### src/rtl/mem_port_arbiter_if.sv
// Request/response bus between the fetch, data and loader requesters, the arbiter,
// and the single-port SRAM macro.
interface mem_port_arbiter_if #(
    parameter int AW = 11,
    parameter int DW = 32
);
    logic [AW-1:0] i_addr;
    logic          i_oen;
    logic [DW-1:0] i_rdata;
    logic          i_ready;

    logic [AW-1:0] d_addr;
    logic          d_oen;
    logic          d_wen;
    logic [DW-1:0] d_wdata;
    logic [DW-1:0] d_rdata;
    logic          d_ready;

    logic          ld_req;
    logic          ld_we;
    logic [AW-1:0] ld_addr;
    logic [DW-1:0] ld_wdata;
    logic [DW-1:0] ld_rdata;
    logic          ld_ready;

    logic          m_cen;
    logic          m_wen;
    logic [AW-1:0] m_addr;
    logic [DW-1:0] m_wdata;
    logic [DW-1:0] m_rdata;

    // Arbiter side: takes requests and memory read data, drives responses and the macro.
    modport slave (
        input  i_addr, i_oen, d_addr, d_oen, d_wen, d_wdata,
        input  ld_req, ld_we, ld_addr, ld_wdata, m_rdata,
        output i_rdata, i_ready, d_rdata, d_ready, ld_rdata, ld_ready,
        output m_cen, m_wen, m_addr, m_wdata
    );

    // Requester/memory side: the mirror image of the arbiter view.
    modport master (
        output i_addr, i_oen, d_addr, d_oen, d_wen, d_wdata,
        output ld_req, ld_we, ld_addr, ld_wdata, m_rdata,
        input  i_rdata, i_ready, d_rdata, d_ready, ld_rdata, ld_ready,
        input  m_cen, m_wen, m_addr, m_wdata
    );
endinterface

### src/rtl/mem_port_arbiter.sv
// Three-way arbiter sharing one single-port SRAM between fetch, data and a boot loader,
// with a boot/run FSM, fetch-starvation guard and saturating conflict counter.
module mem_port_arbiter #(
    parameter int AW         = 11,
    parameter int DW         = 32,
    parameter int MAX_STREAK = 4
) (
    input  logic        clk,
    input  logic        rst_n,
    mem_port_arbiter_if.slave bus,
    input  logic        boot_done,
    output logic        stall,
    output logic [15:0] conflict_cnt
);
    typedef enum logic [0:0] {ST_BOOT, ST_RUN} state_t;
    typedef enum logic [1:0] {TAG_NONE, TAG_I, TAG_D, TAG_LD} tag_t;

    localparam logic [3:0] L_MAX = 4'(MAX_STREAK);

    state_t        r_state, w_state_next;
    tag_t          r_tag, w_grant;
    logic [3:0]    r_streak, w_streak_next;
    logic [AW-1:0] r_addr;
    logic [DW-1:0] r_wdata;
    logic [15:0]   r_conflict;

    logic          w_i_req, w_d_req, w_d_wr;
    logic          w_m_cen, w_m_wen;
    logic [AW-1:0] w_m_addr;
    logic [DW-1:0] w_m_wdata;

    assign w_i_req = ~bus.i_oen;
    assign w_d_req = ~bus.d_oen | ~bus.d_wen;
    assign w_d_wr  = ~bus.d_wen;

    always_comb begin
        w_state_next = r_state;
        if (r_state == ST_BOOT && boot_done)
            w_state_next = ST_RUN;
    end

    // Loader always wins; fetch overrides data only once data has won MAX_STREAK times in a row.
    always_comb begin
        w_grant = TAG_NONE;
        if (bus.ld_req)
            w_grant = TAG_LD;
        else if (r_state == ST_RUN) begin
            if (w_i_req && w_d_req && r_streak == L_MAX)
                w_grant = TAG_I;
            else if (w_d_req)
                w_grant = TAG_D;
            else if (w_i_req)
                w_grant = TAG_I;
        end
    end

    // Address and write data hold their last driven values while the macro is idle.
    always_comb begin
        w_m_cen   = 1'b1;
        w_m_wen   = 1'b1;
        w_m_addr  = r_addr;
        w_m_wdata = r_wdata;
        case (w_grant)
            TAG_LD: begin
                w_m_cen  = 1'b0;
                w_m_wen  = ~bus.ld_we;
                w_m_addr = bus.ld_addr;
                if (bus.ld_we)
                    w_m_wdata = bus.ld_wdata;
            end
            TAG_D: begin
                w_m_cen  = 1'b0;
                w_m_wen  = ~w_d_wr;
                w_m_addr = bus.d_addr;
                if (w_d_wr)
                    w_m_wdata = bus.d_wdata;
            end
            TAG_I: begin
                w_m_cen  = 1'b0;
                w_m_addr = bus.i_addr;
            end
            default: ;
        endcase
    end

    always_comb begin
        w_streak_next = r_streak;
        if (w_grant == TAG_I || !w_i_req)
            w_streak_next = 4'd0;
        else if (w_grant == TAG_D && r_streak < L_MAX)
            w_streak_next = r_streak + 4'd1;
    end

    always_ff @(posedge clk) begin
        if (!rst_n) begin
            r_state    <= ST_BOOT;
            r_tag      <= TAG_NONE;
            r_streak   <= 4'd0;
            r_addr     <= '0;
            r_wdata    <= '0;
            r_conflict <= 16'd0;
        end else begin
            r_state  <= w_state_next;
            r_tag    <= w_grant;
            r_streak <= w_streak_next;
            r_addr   <= w_m_addr;
            r_wdata  <= w_m_wdata;
            if (r_state == ST_RUN && w_i_req && w_d_req && r_conflict != 16'hFFFF)
                r_conflict <= r_conflict + 16'd1;
        end
    end

    assign bus.m_cen   = w_m_cen;
    assign bus.m_wen   = w_m_wen;
    assign bus.m_addr  = w_m_addr;
    assign bus.m_wdata = w_m_wdata;

    // Read data is steered to whichever port owned the macro on the previous cycle.
    assign bus.i_ready  = (r_tag == TAG_I);
    assign bus.d_ready  = (r_tag == TAG_D);
    assign bus.ld_ready = (r_tag == TAG_LD);
    assign bus.i_rdata  = bus.i_ready  ? bus.m_rdata : '0;
    assign bus.d_rdata  = bus.d_ready  ? bus.m_rdata : '0;
    assign bus.ld_rdata = bus.ld_ready ? bus.m_rdata : '0;

    assign stall        = (w_i_req && w_grant != TAG_I) || (w_d_req && w_grant != TAG_D);
    assign conflict_cnt = r_conflict;
endmodule

### src/flat_wrapper.sv
// flat-port wrapper written by rule: the top's interface ports become plain ports
module mem_port_arbiter_flat 
#(
    parameter int AW         = 11,
    parameter int DW         = 32,
    parameter int MAX_STREAK = 4
)
  (clk, rst_n, boot_done, stall, conflict_cnt, bus_i_addr, bus_i_oen, bus_d_addr, bus_d_oen, bus_d_wen, bus_d_wdata, bus_ld_req, bus_ld_we, bus_ld_addr, bus_ld_wdata, bus_m_rdata, bus_i_rdata, bus_i_ready, bus_d_rdata, bus_d_ready, bus_ld_rdata, bus_ld_ready, bus_m_cen, bus_m_wen, bus_m_addr, bus_m_wdata);
  mem_port_arbiter_if #(.AW(AW), .DW(DW)) bus_i ();
  input  logic clk;
  input  logic rst_n;
  input  logic boot_done;
  output logic stall;
  output logic [15:0] conflict_cnt;
  input wire logic [$bits(bus_i.i_addr)-1:0] bus_i_addr;
  input wire logic [$bits(bus_i.i_oen)-1:0] bus_i_oen;
  input wire logic [$bits(bus_i.d_addr)-1:0] bus_d_addr;
  input wire logic [$bits(bus_i.d_oen)-1:0] bus_d_oen;
  input wire logic [$bits(bus_i.d_wen)-1:0] bus_d_wen;
  input wire logic [$bits(bus_i.d_wdata)-1:0] bus_d_wdata;
  input wire logic [$bits(bus_i.ld_req)-1:0] bus_ld_req;
  input wire logic [$bits(bus_i.ld_we)-1:0] bus_ld_we;
  input wire logic [$bits(bus_i.ld_addr)-1:0] bus_ld_addr;
  input wire logic [$bits(bus_i.ld_wdata)-1:0] bus_ld_wdata;
  input wire logic [$bits(bus_i.m_rdata)-1:0] bus_m_rdata;
  output wire logic [$bits(bus_i.i_rdata)-1:0] bus_i_rdata;
  output wire logic [$bits(bus_i.i_ready)-1:0] bus_i_ready;
  output wire logic [$bits(bus_i.d_rdata)-1:0] bus_d_rdata;
  output wire logic [$bits(bus_i.d_ready)-1:0] bus_d_ready;
  output wire logic [$bits(bus_i.ld_rdata)-1:0] bus_ld_rdata;
  output wire logic [$bits(bus_i.ld_ready)-1:0] bus_ld_ready;
  output wire logic [$bits(bus_i.m_cen)-1:0] bus_m_cen;
  output wire logic [$bits(bus_i.m_wen)-1:0] bus_m_wen;
  output wire logic [$bits(bus_i.m_addr)-1:0] bus_m_addr;
  output wire logic [$bits(bus_i.m_wdata)-1:0] bus_m_wdata;
  assign bus_i.i_addr = bus_i_addr;
  assign bus_i.i_oen = bus_i_oen;
  assign bus_i.d_addr = bus_d_addr;
  assign bus_i.d_oen = bus_d_oen;
  assign bus_i.d_wen = bus_d_wen;
  assign bus_i.d_wdata = bus_d_wdata;
  assign bus_i.ld_req = bus_ld_req;
  assign bus_i.ld_we = bus_ld_we;
  assign bus_i.ld_addr = bus_ld_addr;
  assign bus_i.ld_wdata = bus_ld_wdata;
  assign bus_i.m_rdata = bus_m_rdata;
  assign bus_i_rdata = bus_i.i_rdata;
  assign bus_i_ready = bus_i.i_ready;
  assign bus_d_rdata = bus_i.d_rdata;
  assign bus_d_ready = bus_i.d_ready;
  assign bus_ld_rdata = bus_i.ld_rdata;
  assign bus_ld_ready = bus_i.ld_ready;
  assign bus_m_cen = bus_i.m_cen;
  assign bus_m_wen = bus_i.m_wen;
  assign bus_m_addr = bus_i.m_addr;
  assign bus_m_wdata = bus_i.m_wdata;
  mem_port_arbiter #(.AW(AW), .DW(DW), .MAX_STREAK(MAX_STREAK)) u_core (.clk(clk), .rst_n(rst_n), .bus(bus_i), .boot_done(boot_done), .stall(stall), .conflict_cnt(conflict_cnt));
endmodule
### config.mk
export PLATFORM = sky130hd
export DESIGN_NAME = mem_port_arbiter_flat
export DESIGN_NICKNAME = d
export VERILOG_FILES = /design/src/rtl/mem_port_arbiter_if.sv /design/src/rtl/mem_port_arbiter.sv /design/src/flat_wrapper.sv
export SDC_FILE = /design/constraint.sdc
export NUM_CORES = 1
export LEC_CHECK = 0
export CAP_MARGIN = 0
export CORE_MARGIN = 5
export CORE_UTILIZATION = 41
export CTS_CLUSTER_SIZE = 24
export DETAILED_ROUTE_END_ITERATION = 16
export PLACE_DENSITY_LB_ADDON = 0.15
export SKIP_LAST_GASP = 1
export SLEW_MARGIN = 0
export SYNTH_ARGS = -nofsm -noshare
export SYNTH_HDL_FRONTEND = slang
export SYNTH_SLANG_ARGS = --single-unit
export TNS_END_PERCENT = 1
### constraint.sdc
create_clock -name clk -period 3.5 [get_ports clk]
set_input_delay 0.525 -clock clk [delete_from_list [all_inputs] [get_ports clk]]
set_output_delay 0.525 -clock clk [all_outputs]
set_load 0.01 [all_outputs]
### Yosys cells after proc, flatten, opt, wreduce, memory -nomap -nowiden

Index checks and enable logic that the tools add are counted.
Widths: inputs -> output; s select.

* output and inout bits: 161
* register bits after elaboration: 66

* reductions and logical operators: 13
* $lt $le $gt $ge: 1
* bitwise gates (word level): 7
* muxes and demuxes: 14
* equal/unequal tests: 10
* add/subtract/negate cells: 2

Operator list (number)
* $mux 32: 5
* $pmux 32 s2: 1
* $pmux 11 s3: 1
* $add 16x1->16 const B: 1
* $ne 16x16->1 const B: 1
* $logic_and 1x1->1: 9
* $eq 2x2->1 const B: 4
* $mux 2: 4
* $not 1->1: 6
* $add 4x1->4 const B: 1
* $eq 2x1->1 const B: 2
* $eq 4x3->1 const B: 1
* $lt 4x3->1 const B: 1
* $reduce_or 3->1: 1
* $logic_or 1x1->1: 2
* $mux 1: 2
* $ne 2x1->1 const B: 1
* $ne 2x2->1 const B: 1
* $pmux 1 s2: 1
* $reduce_or 2->1: 1
* $or 1x1->1: 1

### Longest topological paths before layout

* word-level depth: 10
* mapped depth: 8

### Worst setup path before layout

Ideal clock, no wire load.

* kind: in2out
* start: input port bus_d_wen
* end: output port bus_m_addr[2]
* stages on the path: 7
* required time: 2.975 ns
* arrival: 1.688 ns
* setup slack: 1.287 ns
* buffers on the path: 3
* cells stage by stage: buf_2 -> and2_1 -> buf_2 -> buf_4 -> or3_1 -> a21oi_1 -> nor2_1

* longest elaborated chain between the ends: 9
* elaborated cells on any way between the ends: 12
* classes of those cells: eq/ne (3); mux (5); bitwise (2); reduce/logical (2)

RTL lines
* from (decl): line flat_wrapper.sv:19 `input wire logic [$bits(bus_i.d_wen)-1:0] bus_d_wen;`
* $not 1->1 *: line mem_port_arbiter.sv:33 `assign w_d_req = ~bus.d_oen | ~bus.d_wen;`
* $or 1x1->1 *: line mem_port_arbiter.sv:33
* $logic_and 1x1->1 (2 in a row): line mem_port_arbiter.sv:48 `if (w_i_req && w_d_req && r_streak == L_MAX)`
* $mux 2 *: line mem_port_arbiter.sv:48
* $mux 2 *: line mem_port_arbiter.sv:47 `else if (r_state == ST_RUN) begin`
* $mux 2 *: line mem_port_arbiter.sv:45 `if (bus.ld_req)`
* $eq 2x1->1 / $eq 2x2->1 (equally long branches): line mem_port_arbiter.sv:63 `case (w_grant)`
* $pmux 11 s3 *: line mem_port_arbiter.sv:63
* to (decl): line flat_wrapper.sv:34 `output wire logic [$bits(bus_i.m_addr)-1:0] bus_m_addr;`

Mark *: on every way between the ends. The rest lies on a longest branch, timed or not.

### Final worst setup path

* start: input port bus_i_oen
* end: output port bus_m_wdata[3]

* longest elaborated chain between the ends: 8
* elaborated cells on any way between the ends: 11
* classes of those cells: eq/ne (2); mux (6); bitwise (1); reduce/logical (2)

RTL lines
* from (decl): line flat_wrapper.sv:16 `input wire logic [$bits(bus_i.i_oen)-1:0] bus_i_oen;`
* branches (longest 3 deep; another with $mux 2)
* $mux 2 *: line mem_port_arbiter.sv:48
* $mux 2 *: line mem_port_arbiter.sv:47
* $mux 2 *: line mem_port_arbiter.sv:45
* $eq 2x2->1: line mem_port_arbiter.sv:63
* $pmux 32 s2 *: line mem_port_arbiter.sv:63
* to (decl): line flat_wrapper.sv:35 `output wire logic [$bits(bus_i.m_wdata)-1:0] bus_m_wdata;`

Mark *: on every way between the ends.

==> impl.org <==
** Logic synthesis
- Most frequently used flop master after synthesis :: dfxtp_1
- A synthesized cell averages 7.746 um^2.
- The portion of synthesized area spent on multiplexers is 0.09245.
- Of the total synthesized cell area, the portion taken by XOR and XNOR cells is 0.001798.
- Yosys printed 0 warnings.
- Of the total synthesized cell area, the portion taken by AND, OR, NAND and NOR gates is 0.4581.
- Synthesized instance count :: 629
- Yosys mapped the design onto 53 distinct sky130hd cell types.
- After synthesis, the largest family of logic cells by area is simple AND/OR/NAND/NOR gates.
- Synth Area in Compound Gates :: 0.1115
- The share of the Yosys chip area taken by registers is 0.2712.
- After synthesis, the share of flip-flops with an asynchronous set or reset is 0.
- In this run, synthesis inferred 0 flip-flops with an integrated enable.
- Post-Syn Area :: between 4000 and 5000 um^2
- The number of nets in the synthesized netlist is between 700 and 800.
- Synth Area in Adders :: 0.007704
- The synthesized design contains between 60 and 70 register bits.

** Placed design
- RD Place Congestion :: 0.8797
- Prior to clock tree synthesis, the placed netlist has a worst setup slack of between 0.2 and 0.3 ns.
- Counting tap cells, the placed design contains a total of approximately 1,000 instances.
- Count of port buffers added during placement :: around 300
- After legalization and detailed placement, the total HPWL measured 14,750 um.

** Floorplanning
- Starting density of the core :: 0.4231
- Cell Rows :: 39
- Die X-Extent :: roughly 120 um
- I/O pin count :: roughly 300
- Area enclosed by the die boundary :: approximately 14,000 um^2
- The region available for standard cell placement spans 11,520 um^2.
- Vertical extent of the die :: roughly 120 um

** Worst setup path
- Traced cell by cell, the critical path runs through clkdlybuf4s50_1 -> and4bb_4 -> nor3b_4 -> buf_12 -> nor3_1 -> and3b_1 -> clkdlybuf4s50_1.
- Slowest CP cell :: clkdlybuf4s50_1
- Data on the critical path is required at its endpoint by 2.97 ns.
- In this run the worst path has a maximum fanout of 57.
- Counting both buffers and inverters, the worst setup path holds a total of 3.
- Data arrival time of the critical path :: 2.74 ns
- Critical Path Start Type :: input port
- STA classifies the critical path endpoint as an output port.
- Setup CP Type :: input port to output port
- Counting stages on the worst path, the most repeated cell is clkdlybuf4s50_1.
- Largest delay contributor family on the critical path :: buffers and inverters
- In this design, the stage delay of the slowest critical-path cell is around 0.54 ns.

** Power
- Dividing total power by cell area gives a power density of between 200 and 300 nW/um^2.
- Static leakage :: 3.306 nW
- Total design power :: 2.452 mW
- Max VDD drop :: 268.6 uV

** Detailed routing
- For this block, the initial DRC count from the detailed router was ~300.
- First-pass iteration count of the detailed router :: 4
- For this run, design rule violations remaining after detail routing come to 0.
- Vias per inst :: 5.448
- Routed WL :: 18,750 um
- Dividing the detail-routed wire length by the instance count gives 17.94 um.
- Vias :: 5,693
- Number of nets with antenna violations after detailed routing :: 0

** Run status
- Status :: finished, final reports clean

** Clock network
- In this run, post-CTS repair resized a total of 0 instances.
- Clock sink total :: between 60 and 70
- In this run the number of H-tree levels came out at 3.
- Clock-pin slew was measured on the worst setup and hold paths at about 0.050 ns.
- The number of clock buffers added by TritonCTS is 9.
- TritonCTS built the clock tree.
- In this run the deepest clock path goes through 2 buffers.
- At the later pin of the worst-skew pair, clock insertion delay measures 0.32 ns.
- Post-CTS setup repair buffer count :: 0
- Hold Buf Count CTS :: 0
- Master cell of the clock root buffer :: clkbuf_16

** STA
- Setup tns final :: 0 ns
- Max Slew Vio Count :: 0
- The worst path meets setup with about 0.23 ns of slack.
- Static timing analysis puts the maximum clock frequency at 0.3058 GHz.
- Pin slew with the least headroom to its limit :: 0.8193 ns
- Between clock sinks in the finished design, the worst skew comes to 0.007933 ns.
- In this run the tightest slew margin relative to its limit is 0.4532.
- Final setup violating endpoints :: 0
- The routed design could run at a clock period as short as about 3.3 ns.
- The number of endpoints with negative hold slack in the final report came to 0.
- Final worst path period share :: 0.9342
- Setup repair after global routing left no endpoint under its margin.

** Cells and area
- After filler insertion, the fill cell instance count of the layout stands at 954.
- The top cell types in the final layout, fill and taps aside, are 295 x clkdlybuf4s50_1, 78 x nand2_1, 71 x and2_1, 66 x dfxtp_1, 39 x nor2_1.
- Of the cells placed in the final design, the portion with a size suffix greater than 1 is 0.05444.
- Relative to the synthesized area, the layout overhead comes to 68.18%.
- Most frequent standard cell in the layout excluding fill and tap cells :: clkdlybuf4s50_1
- Fin cells :: 1,045
- At the end of the flow, the number of nets in the layout was 1,037.

** Global routing
- Entering global routing, the biggest net connects 58 pins.
- The first global-routing pass estimated around 30,000 um of wire.
- GR Util All Layers :: 0.2520
- The number of antenna violations at the first check in global routing was 2.
- The total overflow left after global routing is 0.
- Number of global-route vias before repair :: 5,670

** Min path
- Worst hold path class :: flip-flop to flip-flop

** Job
- Across the run, the number of max-cap violations was 0.
==> report_power, final <==
| group | switching, mW | internal [mW] |
|---|---|---|
| logic | 0.330 | 0.456 |
| clock network | 0.304 | 0.539 |
| registers | 0.0251 | 0.797 |
| total | 0.660 | 1.79 |
==> worst register-to-register path, delay by kind of cell (launching register included) <==
kind,cells,cell delay [ns]
AND/OR/NAND/NOR,3,1.22
buffers and inverters,1,0.22
flip-flops,1,0.55
AO/OA/AOI/OAI,1,0.16
==> synthesized netlist by cell type, types with 2 or more instances <==
master / instances / area share
a211oi_1: 10 / 0.015
a21oi_1: 20 / 0.021
a41oi_1: 6 / 0.011
and2_1: 71 / 0.091
and3_1: 34 / 0.044
and3b_1: 29 / 0.052
and4b_1: 28 / 0.058
and4bb_4: 2 / 0.0067
buf_2: 13 / 0.013
buf_4: 5 / 0.0077
clkbuf_1: 36 / 0.028
dfxtp_1: 66 / 0.27
ha_1: 3 / 0.0077
inv_1: 7 / 0.0054
mux2_2: 8 / 0.018
mux2i_1: 36 / 0.074
nand2_1: 78 / 0.060
nand2b_1: 3 / 0.0039
nand3_1: 11 / 0.011
nand4_1: 12 / 0.015
nor2_1: 39 / 0.030
nor2b_1: 4 / 0.0051
nor3_1: 29 / 0.030
nor4_1: 3 / 0.0039
o2111ai_1: 5 / 0.0090
o211ai_1: 4 / 0.0062
o21ai_0: 10 / 0.010
o22ai_1: 6 / 0.0077
o311ai_0: 2 / 0.0036
o31ai_1: 12 / 0.018
o41ai_1: 2 / 0.0036
or3_1: 9 / 0.012
or4_1: 6 / 0.0092
==> registers in the layout (all words and copies together), names as in the netlist <==
| register | cells |
|---|---|
| u_core.r_wdata | 32 |
| u_core.conflict_cnt | 16 |
| u_core.r_tag | 2 |
| u_core.r_state | 1 |
| u_core.r_streak | 4 |
| u_core.r_addr | 11 |
==> layout make-up <==
cell class | count | area, um^2 | area share
inverters | 7 | 26.28 | 0.003207
repair buffers | 313 | 3110 | 0.3796
clock inverters | 4 | 45.04 | 0.005497
flip-flops and latches | 66 | 1321 | 0.1612
clock buffers | 10 | 229.0 | 0.02794
well taps | 143 | 178.9 | 0.02184
diodes | 2 | 5.005 | 0.0006108
multi-input cells | 500 | 3278 | 0.4001
==> routing by layer <==
layer	GRT usage	wire, um	share of wire	vias up
li1	-	-	-	2808
met1	0.2666	7147	0.38	2641
met2	0.4769	9808	0.52	214
met3	0.07251	1355	0.072	30
met4	0.08182	439	0.023	0
met5	0	0	0	-
==> final timing paths <==
path	startpoint	end	slack [ns]	cells past startpoint
worst max-delay path	bus_i_oen	bus_m_wdata[3]	0.23	7
worst min-delay path	u_core.conflict_cnt[15]	u_core.conflict_cnt[15]	0.49	2
worst max register to register	u_core.r_state	u_core.conflict_cnt[3]	1.27	5
worst min register to register	u_core.conflict_cnt[15]	u_core.conflict_cnt[15]	0.49	2
==> through the flow <==
step,hold slack [ns],instance area [um^2],utilization
after CTS,0.4935,8189,0.7111
after detailed placement,0.4846,7915,0.6873
after global placement,0.4771,7915,0.6873
after floorplan,0.4864,4872,-
final,0.4903,8194,0.7115
after global routing,0.5166,8194,0.7115
==> cell families after synthesis <==
| kind of cell | count (synthesis) |
|---|---|
| buffers and inverters | 63 |
| AO/OA/AOI/OAI | 81 |
| multiplexers | 44 |
| adder cells (fa/ha/maj) | 3 |
| flip-flops | 66 |
| XOR/XNOR | 1 |
| AND/OR/NAND/NOR | 371 |
No activity file was read; power rests on OpenSTA's default activity.
